$ cat config.mk
export PLATFORM = sky130hd
export DESIGN_NAME = servo_cmd_sequencer_flat
export DESIGN_NICKNAME = d
export VERILOG_FILES = /design/src/rtl/servo_cmd_sequencer_pkg.sv /design/src/rtl/servo_cmd_sequencer_if.sv /design/src/rtl/servo_cmd_sequencer_frame_settle_timer.sv /design/src/rtl/servo_cmd_sequencer.sv /design/src/flat_wrapper.sv
export SDC_FILE = /design/constraint.sdc
export NUM_CORES = 1
export LEC_CHECK = 0
export ABC_CLOCK_PERIOD_IN_PS = 4400
export CAP_MARGIN = 5
export CORE_MARGIN = 5
export CORE_UTILIZATION = 63
export DETAILED_ROUTE_END_ITERATION = 12
export DONT_BUFFER_PORTS = 1
export GPL_TIMING_DRIVEN = 0
export PLACE_DENSITY = 0.86
export RECOVER_POWER = 25
export SYNTH_ARGS = -nofsm -noshare
export SYNTH_HDL_FRONTEND = slang
export SYNTH_SLANG_ARGS = --single-unit
$ cat constraint.sdc
create_clock -name clk -period 4.4 [get_ports clk]
set_clock_uncertainty 0.1 [all_clocks]
set_input_delay 0.66 -clock clk [delete_from_list [all_inputs] [get_ports clk]]
set_output_delay 0.66 -clock clk [all_outputs]
set_load 0.02 [all_outputs]
$ cat src/rtl/servo_cmd_sequencer_pkg.sv
// Shared definitions for the gripper servo command sequencer: command codes,
// FSM state encoding and counter widths.
package servo_cmd_sequencer_pkg;

  // Codes understood by the servo PWM generator's cmd input.
  localparam logic [1:0] CMD_NONE  = 2'b00;
  localparam logic [1:0] CMD_0DEG  = 2'b01;
  localparam logic [1:0] CMD_90DEG = 2'b10;

  localparam int unsigned FRAME_CNT_W = 8;
  localparam int unsigned HOLD_CNT_W  = 4;

  typedef enum logic [1:0] {
    StIdle   = 2'b00,
    StIssue  = 2'b01,
    StSettle = 2'b10,
    StAck    = 2'b11
  } state_t;

  // Map a target position (0 = 0 deg, 1 = 90 deg) to its servo command.
  function automatic logic [1:0] cmd_for_pos(input logic pos);
    return pos ? CMD_90DEG : CMD_0DEG;
  endfunction

endpackage

$ cat src/rtl/servo_cmd_sequencer_if.sv
// Requester / servo-side signal bundle of the servo command sequencer.
interface servo_cmd_sequencer_if;
  logic [1:0] req;
  logic       pos0;
  logic       pos1;
  logic [1:0] ack;
  logic       busy;
  logic       grant_id;
  logic [1:0] servo_cmd;
  logic       cur_pos;
  logic       pos_valid;

  // Requester / environment side.
  modport master (
    output req, pos0, pos1,
    input  ack, busy, grant_id, servo_cmd, cur_pos, pos_valid
  );

  // Sequencer side.
  modport slave (
    input  req, pos0, pos1,
    output ack, busy, grant_id, servo_cmd, cur_pos, pos_valid
  );
endinterface

$ cat src/rtl/servo_cmd_sequencer_frame_settle_timer.sv
// Settle timer: counts SETTLE_FRAMES whole PWM frames of FRAME_CYCLES clocks.
// The cycle in which i_start is high is the first counted cycle; o_done is high
// in the last counted cycle (the one ending in the final frame wrap).
module servo_cmd_sequencer_frame_settle_timer
  import servo_cmd_sequencer_pkg::*;
#(
  parameter int unsigned FRAME_CYCLES  = 1000000,
  parameter int unsigned SETTLE_FRAMES = 25
) (
  input  logic clk,
  input  logic rst,
  input  logic i_start,
  output logic o_done
);

  localparam int unsigned CycW = (FRAME_CYCLES > 1) ? $clog2(FRAME_CYCLES) : 1;
  localparam logic [CycW-1:0]        CycLast = CycW'(FRAME_CYCLES - 1);
  localparam logic [FRAME_CNT_W-1:0] FrmLast = FRAME_CNT_W'(SETTLE_FRAMES - 1);

  logic                   r_run;
  logic [CycW-1:0]        r_cyc;
  logic [FRAME_CNT_W-1:0] r_frm;

  logic                   w_active;
  logic                   w_wrap;
  logic [CycW-1:0]        w_cyc_cur;
  logic [FRAME_CNT_W-1:0] w_frm_cur;

  // A start restarts counting from zero even if a previous run was pending.
  assign w_active  = i_start | r_run;
  assign w_cyc_cur = i_start ? '0 : r_cyc;
  assign w_frm_cur = i_start ? '0 : r_frm;
  assign w_wrap    = w_active && (w_cyc_cur == CycLast);
  assign o_done    = w_wrap && (w_frm_cur == FrmLast);

  // Cycle counter wraps every frame; frame counter advances on each wrap.
  always_ff @(posedge clk or posedge rst) begin
    if (rst) begin
      r_run <= 1'b0;
      r_cyc <= '0;
      r_frm <= '0;
    end else if (w_active) begin
      if (o_done) begin
        r_run <= 1'b0;
        r_cyc <= '0;
        r_frm <= '0;
      end else begin
        r_run <= 1'b1;
        if (w_wrap) begin
          r_cyc <= '0;
          r_frm <= w_frm_cur + 8'd1;
        end else begin
          r_cyc <= w_cyc_cur + 1'b1;
        end
      end
    end
  end

endmodule

$ cat src/rtl/servo_cmd_sequencer.sv
// Shares the gripper servo between two requesters: round-robin grant, a
// CMD_HOLD-cycle command pulse, a settle wait of whole PWM frames, then a
// one-cycle ack to the winner. All interface outputs are registered.
module servo_cmd_sequencer
  import servo_cmd_sequencer_pkg::*;
#(
  parameter int unsigned FRAME_CYCLES  = 1000000,
  parameter int unsigned SETTLE_FRAMES = 25,
  parameter int unsigned CMD_HOLD      = 4
) (
  input logic                  clk,
  input logic                  rst,
  servo_cmd_sequencer_if.slave bus
);

  localparam logic [HOLD_CNT_W-1:0] HoldLast = HOLD_CNT_W'(CMD_HOLD);

  state_t                r_state;
  logic                  r_last_grant;
  logic                  r_grant_id;
  logic                  r_target;
  logic                  r_busy;
  logic [1:0]            r_ack;
  logic [1:0]            r_servo_cmd;
  logic                  r_cur_pos;
  logic                  r_pos_valid;
  logic [HOLD_CNT_W-1:0] r_hold;

  logic w_winner;
  logic w_pos_sel;
  logic w_start;
  logic w_done;

  // Round-robin arbiter: a tie goes to the requester not served last.
  always_comb begin
    w_winner = 1'b0;
    case (bus.req)
      2'b01:   w_winner = 1'b0;
      2'b10:   w_winner = 1'b1;
      2'b11:   w_winner = ~r_last_grant;
      default: w_winner = 1'b0;
    endcase
    w_pos_sel = w_winner ? bus.pos1 : bus.pos0;
  end

  // Settle timing starts in the last command cycle so the ack lands on time.
  assign w_start = (r_state == StIssue) && (r_hold == HoldLast);

  servo_cmd_sequencer_frame_settle_timer #(
    .FRAME_CYCLES (FRAME_CYCLES),
    .SETTLE_FRAMES(SETTLE_FRAMES)
  ) u_settle_timer (
    .clk    (clk),
    .rst    (rst),
    .i_start(w_start),
    .o_done (w_done)
  );

  // Main sequencing FSM with registered outputs.
  always_ff @(posedge clk or posedge rst) begin
    if (rst) begin
      r_state      <= StIdle;
      r_last_grant <= 1'b1;
      r_grant_id   <= 1'b0;
      r_target     <= 1'b0;
      r_busy       <= 1'b0;
      r_ack        <= 2'b00;
      r_servo_cmd  <= CMD_NONE;
      r_cur_pos    <= 1'b0;
      r_pos_valid  <= 1'b0;
      r_hold       <= '0;
    end else begin
      case (r_state)
        StIdle: begin
          if (|bus.req) begin
            r_grant_id   <= w_winner;
            r_last_grant <= w_winner;
            r_target     <= w_pos_sel;
            r_busy       <= 1'b1;
            r_hold       <= '0;
            r_state      <= StIssue;
          end
        end
        StIssue: begin
          // First ISSUE cycle decides skip vs. move on the latched target.
          if (r_hold == '0) begin
            if (r_pos_valid && (r_target == r_cur_pos)) begin
              r_state <= StAck;
            end else begin
              r_servo_cmd <= cmd_for_pos(r_target);
              r_hold      <= 4'd1;
            end
          end else if (r_hold == HoldLast) begin
            r_servo_cmd <= CMD_NONE;
            r_hold      <= '0;
            r_state     <= StSettle;
          end else begin
            r_hold <= r_hold + 4'd1;
          end
        end
        StSettle: begin
          if (w_done) begin
            r_cur_pos   <= r_target;
            r_pos_valid <= 1'b1;
            r_state     <= StAck;
          end
        end
        StAck: begin
          // Stay here through the ack cycle so req is not resampled while it pulses.
          if (r_ack == 2'b00) begin
            r_ack <= r_grant_id ? 2'b10 : 2'b01;
          end else begin
            r_ack   <= 2'b00;
            r_busy  <= 1'b0;
            r_state <= StIdle;
          end
        end
        default: r_state <= StIdle;
      endcase
    end
  end

  assign bus.ack       = r_ack;
  assign bus.busy      = r_busy;
  assign bus.grant_id  = r_grant_id;
  assign bus.servo_cmd = r_servo_cmd;
  assign bus.cur_pos   = r_cur_pos;
  assign bus.pos_valid = r_pos_valid;

endmodule

$ cat src/flat_wrapper.sv
// flat-port wrapper written by rule: the top's interface ports become plain ports
module servo_cmd_sequencer_flat import servo_cmd_sequencer_pkg::*;
#(
  parameter int unsigned FRAME_CYCLES  = 1000000,
  parameter int unsigned SETTLE_FRAMES = 25,
  parameter int unsigned CMD_HOLD      = 4
)
  (clk, rst, bus_req, bus_pos0, bus_pos1, bus_ack, bus_busy, bus_grant_id, bus_servo_cmd, bus_cur_pos, bus_pos_valid);
  servo_cmd_sequencer_if bus_i ();
  input logic clk;
  input logic rst;
  input wire logic [$bits(bus_i.req)-1:0] bus_req;
  input wire logic [$bits(bus_i.pos0)-1:0] bus_pos0;
  input wire logic [$bits(bus_i.pos1)-1:0] bus_pos1;
  output wire logic [$bits(bus_i.ack)-1:0] bus_ack;
  output wire logic [$bits(bus_i.busy)-1:0] bus_busy;
  output wire logic [$bits(bus_i.grant_id)-1:0] bus_grant_id;
  output wire logic [$bits(bus_i.servo_cmd)-1:0] bus_servo_cmd;
  output wire logic [$bits(bus_i.cur_pos)-1:0] bus_cur_pos;
  output wire logic [$bits(bus_i.pos_valid)-1:0] bus_pos_valid;
  assign bus_i.req = bus_req;
  assign bus_i.pos0 = bus_pos0;
  assign bus_i.pos1 = bus_pos1;
  assign bus_ack = bus_i.ack;
  assign bus_busy = bus_i.busy;
  assign bus_grant_id = bus_i.grant_id;
  assign bus_servo_cmd = bus_i.servo_cmd;
  assign bus_cur_pos = bus_i.cur_pos;
  assign bus_pos_valid = bus_i.pos_valid;
  servo_cmd_sequencer #(.FRAME_CYCLES(FRAME_CYCLES), .SETTLE_FRAMES(SETTLE_FRAMES), .CMD_HOLD(CMD_HOLD)) u_core (.clk(clk), .rst(rst), .bus(bus_i));
endmodule
# [Yosys cells after proc, flatten, opt, wreduce, memory -nomap -nowiden]
# Index checks and enable logic that the tools add are counted.
[classes] add_sub_neg=3 n_eq_ne=16 muxes=30 bitwise=2 n_reduce_logical=19
[ops] operator="$mux W20" n=3
[ops] operator="$mux W2" n=12
[ops] operator="$mux W8" n=3
[ops] operator="$add A20 B1 Y20 const B" n=1
[ops] operator="$eq A20 B20 Y1 const B" n=1
[ops] operator="$mux W4" n=4
[ops] operator="$ne A3 B3 Y1 const B" n=3
[ops] operator="$reduce_and A3 Y1" n=3
[ops] operator="$add A8 B1 Y8 const B" n=1
[ops] operator="$eq A2 B2 Y1 const B" n=4
[ops] operator="$eq A8 B5 Y1 const B" n=1
[ops] operator="$pmux W2 S4" n=1
[ops] operator="$pmux W4 S2" n=1
[ops] operator="$reduce_bool A2 Y1" n=4
[ops] operator="$ne A2 B2 Y1 const B" n=3
[ops] operator="$reduce_and A2 Y1" n=3
[ops] operator="$reduce_and A5 Y1" n=1
[ops] operator="$add A4 B1 Y4 const B" n=1
[ops] operator="$eq A4 B3 Y1 const B" n=1
[ops] operator="$logic_and A1 B1 Y1" n=4
[ops] operator="$logic_not A2 Y1" n=2
[ops] operator="$logic_not A4 Y1" n=1
[ops] operator="$mux W1" n=4
[ops] operator="$pmux W1 S2" n=2
[ops] operator="other kinds (6)" n=6
[word_totals] register_bits=45 in_bits=6 output_inout_bits=8 elab_cells=83

# [Logic depth before layout (Yosys ltp)]
# Gate-level depths: netlist of run 1.
[depth] word_depth=8 depth_mapped=13 depth_no_buf=11

# [Modules after synthesis]
# Synthesis of run 1 repeated with hierarchy kept, for this count alone.
[hier_totals] hier_cells=325 hier_area_um2=2890.3
[modules_own_cells] mod="servo_cmd_sequencer_frame_settle_timer" instances=1 cells_per_inst=231 area_each_um2=1966.9 seq_area_each_um2=725.7
[modules_own_cells] mod="servo_cmd_sequencer" instances=1 cells_per_inst=94 area_each_um2=923.4 seq_area_each_um2=401.6

# [Worst setup path after synthesis of run 1]
# OpenSTA, ideal clock, no wires.
[synth_timing] path_type="flip-flop to flip-flop" from="register u_core.r_state[1]" to="register u_core.r_state[1]" setup_ps=125 arrival_ps=2861 required_ps=4175 setup_slack_ps=1314 stages_incl_launch_ff=13 n_path_buf=2 synth_period_minus_slack_ps=3086 cell_sequence="dfrtp_1 inv_1 ha_1 buf_2 nand4b_1 clkbuf_1 nand2_1 ha_1 or4b_1 nor4_2 nand3_1 a21oi_1 mux2_2"
[synth_between] elab_chain_cells=8 word_cells_on_any_way=19 classes_between="10 x eq/ne; 3 x mux; 1 x bitwise; 5 x reduce/logical"
[synth_lines] element="start: declaration" line_no="servo_cmd_sequencer.sv:18" rtl="state_t r_state;"
[synth_lines] element="start signal: assignment" line_no="servo_cmd_sequencer.sv:62" rtl="r_state <= StIdle;"
[synth_lines] element="start signal: assignment" line_no="servo_cmd_sequencer.sv:81" rtl="r_state <= StIssue;"
[synth_lines] element="start signal: assignment" line_no="servo_cmd_sequencer.sv:88" rtl="r_state <= StAck;"
[synth_lines] element="$eq A2 B1 Y1" line_no="servo_cmd_sequencer.sv:47, servo_cmd_sequencer.sv:73"
[synth_lines] element="$logic_and A1 B1 Y1" line_no="servo_cmd_sequencer.sv:47" rtl="assign w_start = (r_state == StIssue) && (r_hold == HoldLast);"
[synth_lines] element="$mux W20" line_no="servo_cmd_sequencer_frame_settle_timer.sv:31" rtl="assign w_cyc_cur = i_start ? '0 : r_cyc;"
[synth_lines] element="$eq A20 B20 Y1" line_no="servo_cmd_sequencer_frame_settle_timer.sv:33" rtl="assign w_wrap = w_active && (w_cyc_cur == CycLast);"
[synth_lines] element="$logic_and A1 B1 Y1" line_no="servo_cmd_sequencer_frame_settle_timer.sv:33"
[synth_lines] element="$logic_and A1 B1 Y1" line_no="servo_cmd_sequencer_frame_settle_timer.sv:34" rtl="assign o_done = w_wrap && (w_frm_cur == FrmLast);"
[synth_lines] element="$ne A2 B2 Y1 (no line)"
[synth_lines] element="$reduce_and A5 Y1 (no line)"
# Parallel ways exist; a longest one is shown, timed or not.
# A chain may end at the register's enable or synchronous reset.

# [Worst setup path in the final report of run 1]
# Same ends and word-level chain as after synthesis.

==> impl_metrics.tcl, run 1 <==
set metrics [dict create \
    crit_required_ps 4480 \
    drv_cap 0 \
    drc 0 \
    ant_nets 0 \
    synth_cells 300 \
    p_seq_frac 0.460 \
    setup_viol 0 \
    row_count 23 \
    slowest_delay_ps 490 \
    place_ws_ps 725 \
    final.min_clock_period_ps 3760 \
    r2r_slack_ps 640 \
    worstPathArrival_ps 3840 \
    fin_ws_ps 640 \
    dr.pass1.iters 5 \
    cts_buffers 5 \
    h-tree-depth 2 \
    synth-async-reset-ratio 1.00 \
    initial_core_util 0.661 \
    outcome "finished, final reports clean" \
    power_switching_share 0.388 \
    insertion_delay_ps 300 \
    syn-num-nets 315 \
    cts-root-buf "clkbuf_8" \
    tritoncts "built" \
    critPathBufInv 3 \
    leakage_nw 1.20 \
    fillCellCount 321 \
    syn_avg_cell_area_um2 8.94 \
    num_antenna_cells 0 \
    p_switching_uw 491 \
    p_comb_frac 0.334 \
    grt_setup_unrepaired "false" \
    synth-seq-cells 45 \
    wl_um 6250 \
    drt_iter0_markers 212 \
    cts_resized 0 \
    die_w_um 75.3 \
    cpMaxStageDelayCell "or4b_1" \
    p_per_area_mw_per_mm2 446 \
    ys_seq_area_frac 0.420 \
    cts_hold_buffers 0 \
    boundaryPins 14 \
    use_met2 0.391 \
    hold_viol_final 0 \
    slew_violations 0 \
    crit_top_cell "ha_1" \
    hp-class "input port to asynchronous set/reset pin" \
    core_mm2 0.00406 \
    grtUsageMet1 0.323 \
    path_class "flip-flop to flip-flop" \
    path_cells "inv_1 -> ha_1 -> buf_2 -> nand4b_1 -> clkbuf_1 -> nand2_1 -> ha_1 -> or4b_1 -> nor4_2 -> nand3_1 -> a21oi_1 -> mux2_2" \
    grt-busiest-layer "met2" \
    vdd_drop_max_mv 0.313 \
    pwr-share-clk 0.206 \
    grt_pass1_vias 2328 \
    dp_hpwl_um 4370 \
    vias 2362 \
    die_y_um 75.3 \
    slew_headroom 0.0223 \
    area_growth_pct 5.69 \
    antenna_found_initial 0 \
    port_buffers 0 \
    worstSetupStartpointType "flip-flop" \
    intPower_uw 774 \
    avgRoutedWirePerCell_um 17.5 \
    tns_ps 0 \
    ys_types 53 \
    grt_overflow 0 \
    cts_setup_buffers 0 \
    critPathTopFamily "simple AND/OR/NAND/NOR gates" \
    cts_sinks 45 \
    clk_path_buf_depth 2 \
    track_usage 0.247 \
    viasPerCell 6.60 \
    grt_max_degree 29 \
    use_met3 0.0507 \
    worstMarginPinSlew_ps 1470 \
    syn_area_mm2 0.00268 \
    layout-drive-gt1-share 0.0974 \
    fmax_mhz 266 \
    clkSlewWorstSetupHoldPaths_ps 80 \
    crit_path_end_kind "flip-flop" \
    fin_crit_sh 0.855 \
    yosysWarnings 0 \
    total_power_mw 1.26 \
    dieArea_mm2 0.00566 \
    synth_edf_count 0 \
    synthFlopType "dfrtp_1" \
    routabilityCongestion 0.919 \
    crit_fanout 10 \
    grt_pass1_wl_um 10800 \
    final_nets 323 \
]
==> sequential cells by signal (all words and copies together) (netlist names) <==
name / cells
u_core.bus.grant_id: 1
u_core.r_state: 2
u_core.u_settle_timer.r_cyc: 20
u_core.u_settle_timer.r_run: 1
u_core.bus.pos_valid: 1
u_core.bus.servo_cmd: 2
u_core.r_target: 1
u_core.bus.busy: 1
u_core.r_last_grant: 1
u_core.bus.ack: 2
u_core.r_hold: 4
u_core.u_settle_timer.r_frm: 8
u_core.bus.cur_pos: 1
==> final timing paths <==
path                                                 from                             end  cells past startpoint
max                                     u_core.r_state[1]               u_core.r_state[1]                     12
min                                                   rst  u_core.u_settle_timer.r_frm[2]                      1
max reg2reg                             u_core.r_state[1]               u_core.r_state[1]                     12
min reg2reg                u_core.u_settle_timer.r_frm[0]  u_core.u_settle_timer.r_frm[0]                      2
max in group asynchronous                             rst  u_core.u_settle_timer.r_cyc[6]                      2
min in group clk                               bus_req[0]             u_core.r_last_grant                      1
==> routing by layer <==
metal	share of wire	vias up
li1	-	1120
met1	0.43	1123
met2	0.48	99
met3	0.065	20
met4	0.026	0
met5	0	-
==> cells in the final DEF (no fill, tap or decap), types with 5 or more instances in the layout <==
cell	count
nand2_1	34
o22ai_1	6
clkbuf_1	9
and3_1	6
nor2_1	12
nor4_1	5
a22o_1	5
ha_1	9
o21ai_0	22
nand3_1	25
inv_1	16
clkbuf_8	6
nand4_1	5
buf_2	5
a21oi_1	17
dfrtp_1	44
and2_1	6
nor3_1	10
==> stage by stage <==
| step | hold slack [ps] | cells | cell area [um^2] | utilization |
|---|---|---|---|---|
| global route | 302 | 358 | 2840 | 0.699 |
| global placement | 388 | 350 | 2750 | 0.677 |
| CTS | 131 | 358 | 2850 | 0.703 |
| detailed placement | 398 | 351 | 2770 | 0.681 |
| floorplan | 359 | 300 | 2680 | - |
| finish | 229 | 358 | 2840 | 0.699 |
==> area by class of cell <==
| type | instances | area [um^2] | area share |
|---|---|---|---|
| Clock buffer | 7 | 86.3 | 0.0305 |
| Timing Repair Buffer | 1 | 3.75 | 0.00132 |
| Buffer | 16 | 88.8 | 0.0313 |
| Inverter | 16 | 60.1 | 0.0212 |
| Multi-Input combinational cell | 223 | 1410 | 0.496 |
| Tap cell | 50 | 62.6 | 0.0221 |
| Sequential cell | 45 | 1130 | 0.398 |
==> Yosys cell counts, drive strengths merged (6+ instances only) <==
library cell | count | share of area
dfrtp | 44 | 0.41
nand2 | 34 | 0.048
nand3 | 25 | 0.047
o21ai | 24 | 0.046
a21oi | 17 | 0.032
inv | 16 | 0.022
nor2 | 12 | 0.017
nor3 | 11 | 0.022
buf | 9 | 0.023
ha | 9 | 0.042
nor4 | 8 | 0.032
clkbuf | 7 | 0.0098
and2 | 6 | 0.014
and3 | 6 | 0.014
o22ai | 6 | 0.014
==> logic make-up after synthesis <==
family | synth area share
compound gates | 0.184
fa+ha+maj | 0.0420
xor+xnor | 0.00980
mux | 0.0159
buf+inv | 0.0555
simple gates | 0.272
flops | 0.420
==> worst reg2reg max path: stages, from the launching register on <==
cell and delay, ps:
dfrtp_1 430, inv_1 100, ha_1 130, buf_2 200
nand4b_1 290, clkbuf_1 340, nand2_1 170, ha_1 140
or4b_1 490, nor4_2 470, nand3_1 170, a21oi_1 250
mux2_2 360
==> power by group through the flow <==
stage	Combinational (mW)	Sequential (mW)	Clock (mW)
6_report	0.422	0.582	0.261
3_3_place_gp	0.398	0.586	0
5_1_grt	0.471	0.594	0.283
3_5_place_dp	0.418	0.592	0
4_1_cts	0.419	0.583	0.266
2_1_floorplan	0.328	0.571	0
Power figures use the tool's default switching activity.
==> inputs of run 2 (changes only) <==
--- a/config.mk
+++ b/config.mk
@@ -8,11 +8,11 @@
 export ABC_CLOCK_PERIOD_IN_PS = 4400
 export CAP_MARGIN = 5
 export CORE_MARGIN = 5
-export CORE_UTILIZATION = 63
+export CORE_UTILIZATION = 30
 export DETAILED_ROUTE_END_ITERATION = 12
 export DONT_BUFFER_PORTS = 1
 export GPL_TIMING_DRIVEN = 0
-export PLACE_DENSITY = 0.86
+export PLACE_DENSITY = 0.51
 export RECOVER_POWER = 25
 export SYNTH_ARGS = -nofsm -noshare
 export SYNTH_HDL_FRONTEND = slang
==> run 2 against run 1 <==
Effect of this change: largest cell class unchanged; clock power up 2%; register-to-register slack worse by 30 ps; flip-flop and latch count unchanged; routed wire length up 7.0%; global-route usage down 12 points; the run now ends with capacitance limit, slew limit left; total power about the same; maximum frequency down 0.83%; sequential share of layout area down 1.1 points.
==> impl_metrics.tcl, run 2 (synthesized netlist as in run 1, its figures left out) <==
set metrics [dict create \
    hp-class "input port to asynchronous set/reset pin" \
    vias 2298 \
    cpMaxStageDelayCell "or4b_1" \
    slowest_delay_ps 490 \
    top_layer "met4" \
    row_count 34 \
    reg_top3 "u_core.u_settle_timer.r_cyc x20, u_core.u_settle_timer.r_frm x8, u_core.r_hold x4" \
    ant_nets 0 \
    die_y_um 105 \
    largest_register_ffs 20 \
    final_nets 323 \
    leakage_nw 1.20 \
    avgRoutedWirePerCell_um 16.0 \
    worstPathArrival_ps 3890 \
    cts_setup_buffers 0 \
    drv_cap 1 \
    track_usage 0.125 \
    final_common_cell "dfrtp_1" \
    boundaryPins 14 \
    cts_hold_buffers 0 \
    insertion_delay_ps 310 \
    clkSlewWorstSetupHoldPaths_ps 90 \
    h-tree-depth 2 \
    violations "capacitance limit, slew limit" \
    outcome "finished, violations left" \
    grt_overflow 0 \
    grt_max_degree 37 \
    dp_hpwl_um 4790 \
    cts_resized 0 \
    final.min_clock_period_ps 3790 \
    max_flop_register "u_core.u_settle_timer.r_cyc" \
    dr_wl_met3_um 413 \
    cts_buffers 5 \
    core_mm2 0.00872 \
    grt_setup_unrepaired "false" \
    die_w_um 105 \
    slew_violations 37 \
    route.met2.wl_um 2980 \
    worstSetupStartpointType "flip-flop" \
    path_cells "inv_1 -> ha_1 -> buf_2 -> nand4b_1 -> clkbuf_1 -> nand2_1 -> ha_1 -> or4b_1 -> nor4_2 -> nand3_1 -> a21oi_1 -> mux2_2" \
    fin_crit_sh 0.862 \
    viasPerCell 5.51 \
    critPathBufInv 3 \
    slew_headroom -0.345 \
    num_antenna_cells 0 \
    wl_um 6690 \
    crit_required_ps 4500 \
    drc 0 \
    tns_ps 0 \
    antenna_found_initial 0 \
    port_buffers 0 \
    cts_sinks 45 \
    vdd_drop_max_mv 0.253 \
    fmax_mhz 264 \
    drt-met1-wl_um 3190 \
    routabilityCongestion 0.864 \
    setup_viol 0 \
    crit_path_end_kind "flip-flop" \
    clk_path_buf_depth 2 \
    drt_iter0_markers 109 \
    crit_fanout 10 \
    critPathTopFamily "simple AND/OR/NAND/NOR gates" \
    initial_core_util 0.308 \
    final_cell_mix "dfrtp_1, nand2_1, nand3_1" \
    worstReg2RegStart "u_core.r_state[1]" \
    path_class "flip-flop to flip-flop" \
    layout-drive-gt1-share 0.104 \
    crit_top_cell "ha_1" \
    tritoncts "built" \
    crit_path_start "u_core.r_state[1]" \
    dieArea_mm2 0.0109 \
    grt_pass1_wl_um 11400 \
    area_growth_pct 8.58 \
    grt_pass1_vias 2273 \
    hold_slack_ps 100 \
    p_per_area_mw_per_mm2 434 \
    hold_viol_final 0 \
    worstMarginPinSlew_ps 2020 \
    dr.pass1.iters 4 \
    cts-root-buf "clkbuf_8" \
]
-- run 2: metal layers --
metal / vias to the layer above / track usage
met5: - / 0
met4: 0 / 0.0416
met3: 12 / 0.0308
met2: 67 / 0.189
met1: 1101 / 0.176
li1: 1118 / -
-- run 2: where the power goes --
group | total [mW] | internal (mW) | switching (mW)
Sequential | 0.579 | 0.487 | 0.0917
Combinational | 0.418 | 0.161 | 0.257
Clock | 0.267 | 0.113 | 0.154
Total | 1.26 | 0.761 | 0.503
-- run 2: path summary, 6_finish.rpt --
check                      slack (ps)  cells past startpoint                               to
min                               100                      1                  u_core.r_target
min in group clk                  320                      1              u_core.r_last_grant
max                               610                     12                u_core.r_state[1]
max reg2reg                       610                     12                u_core.r_state[1]
max in group asynchronous        1890                      2  u_core.u_settle_timer.r_cyc[12]
min reg2reg                       410                      1   u_core.u_settle_timer.r_frm[4]
-- run 2: final cells by class --
| class | instances | area (um^2) |
|---|---|---|
| tap | 108 | 135 |
| clock inverter | 3 | 22.5 |
| inverter | 16 | 60.1 |
| fill | 918 | 5810 |
| clock buffer | 5 | 68.8 |
| multi-input combinational | 223 | 1410 |
| sequential | 45 | 1130 |
| buffer | 16 | 88.8 |
| timing repair buffer | 1 | 3.75 |
-- run 2: stage by stage --
step	setup slack, ps	cell area (um^2)	instances	total power [mW]	utilization
2_1_floorplan	1310	2680	300	0.899	-
3_3_place_gp	593	2820	408	0.999	0.323
3_5_place_dp	623	2840	409	1.01	0.325
4_1_cts	607	2930	417	1.28	0.336
5_1_grt	319	2910	417	1.37	0.334
6_report	608	2910	417	1.26	0.334
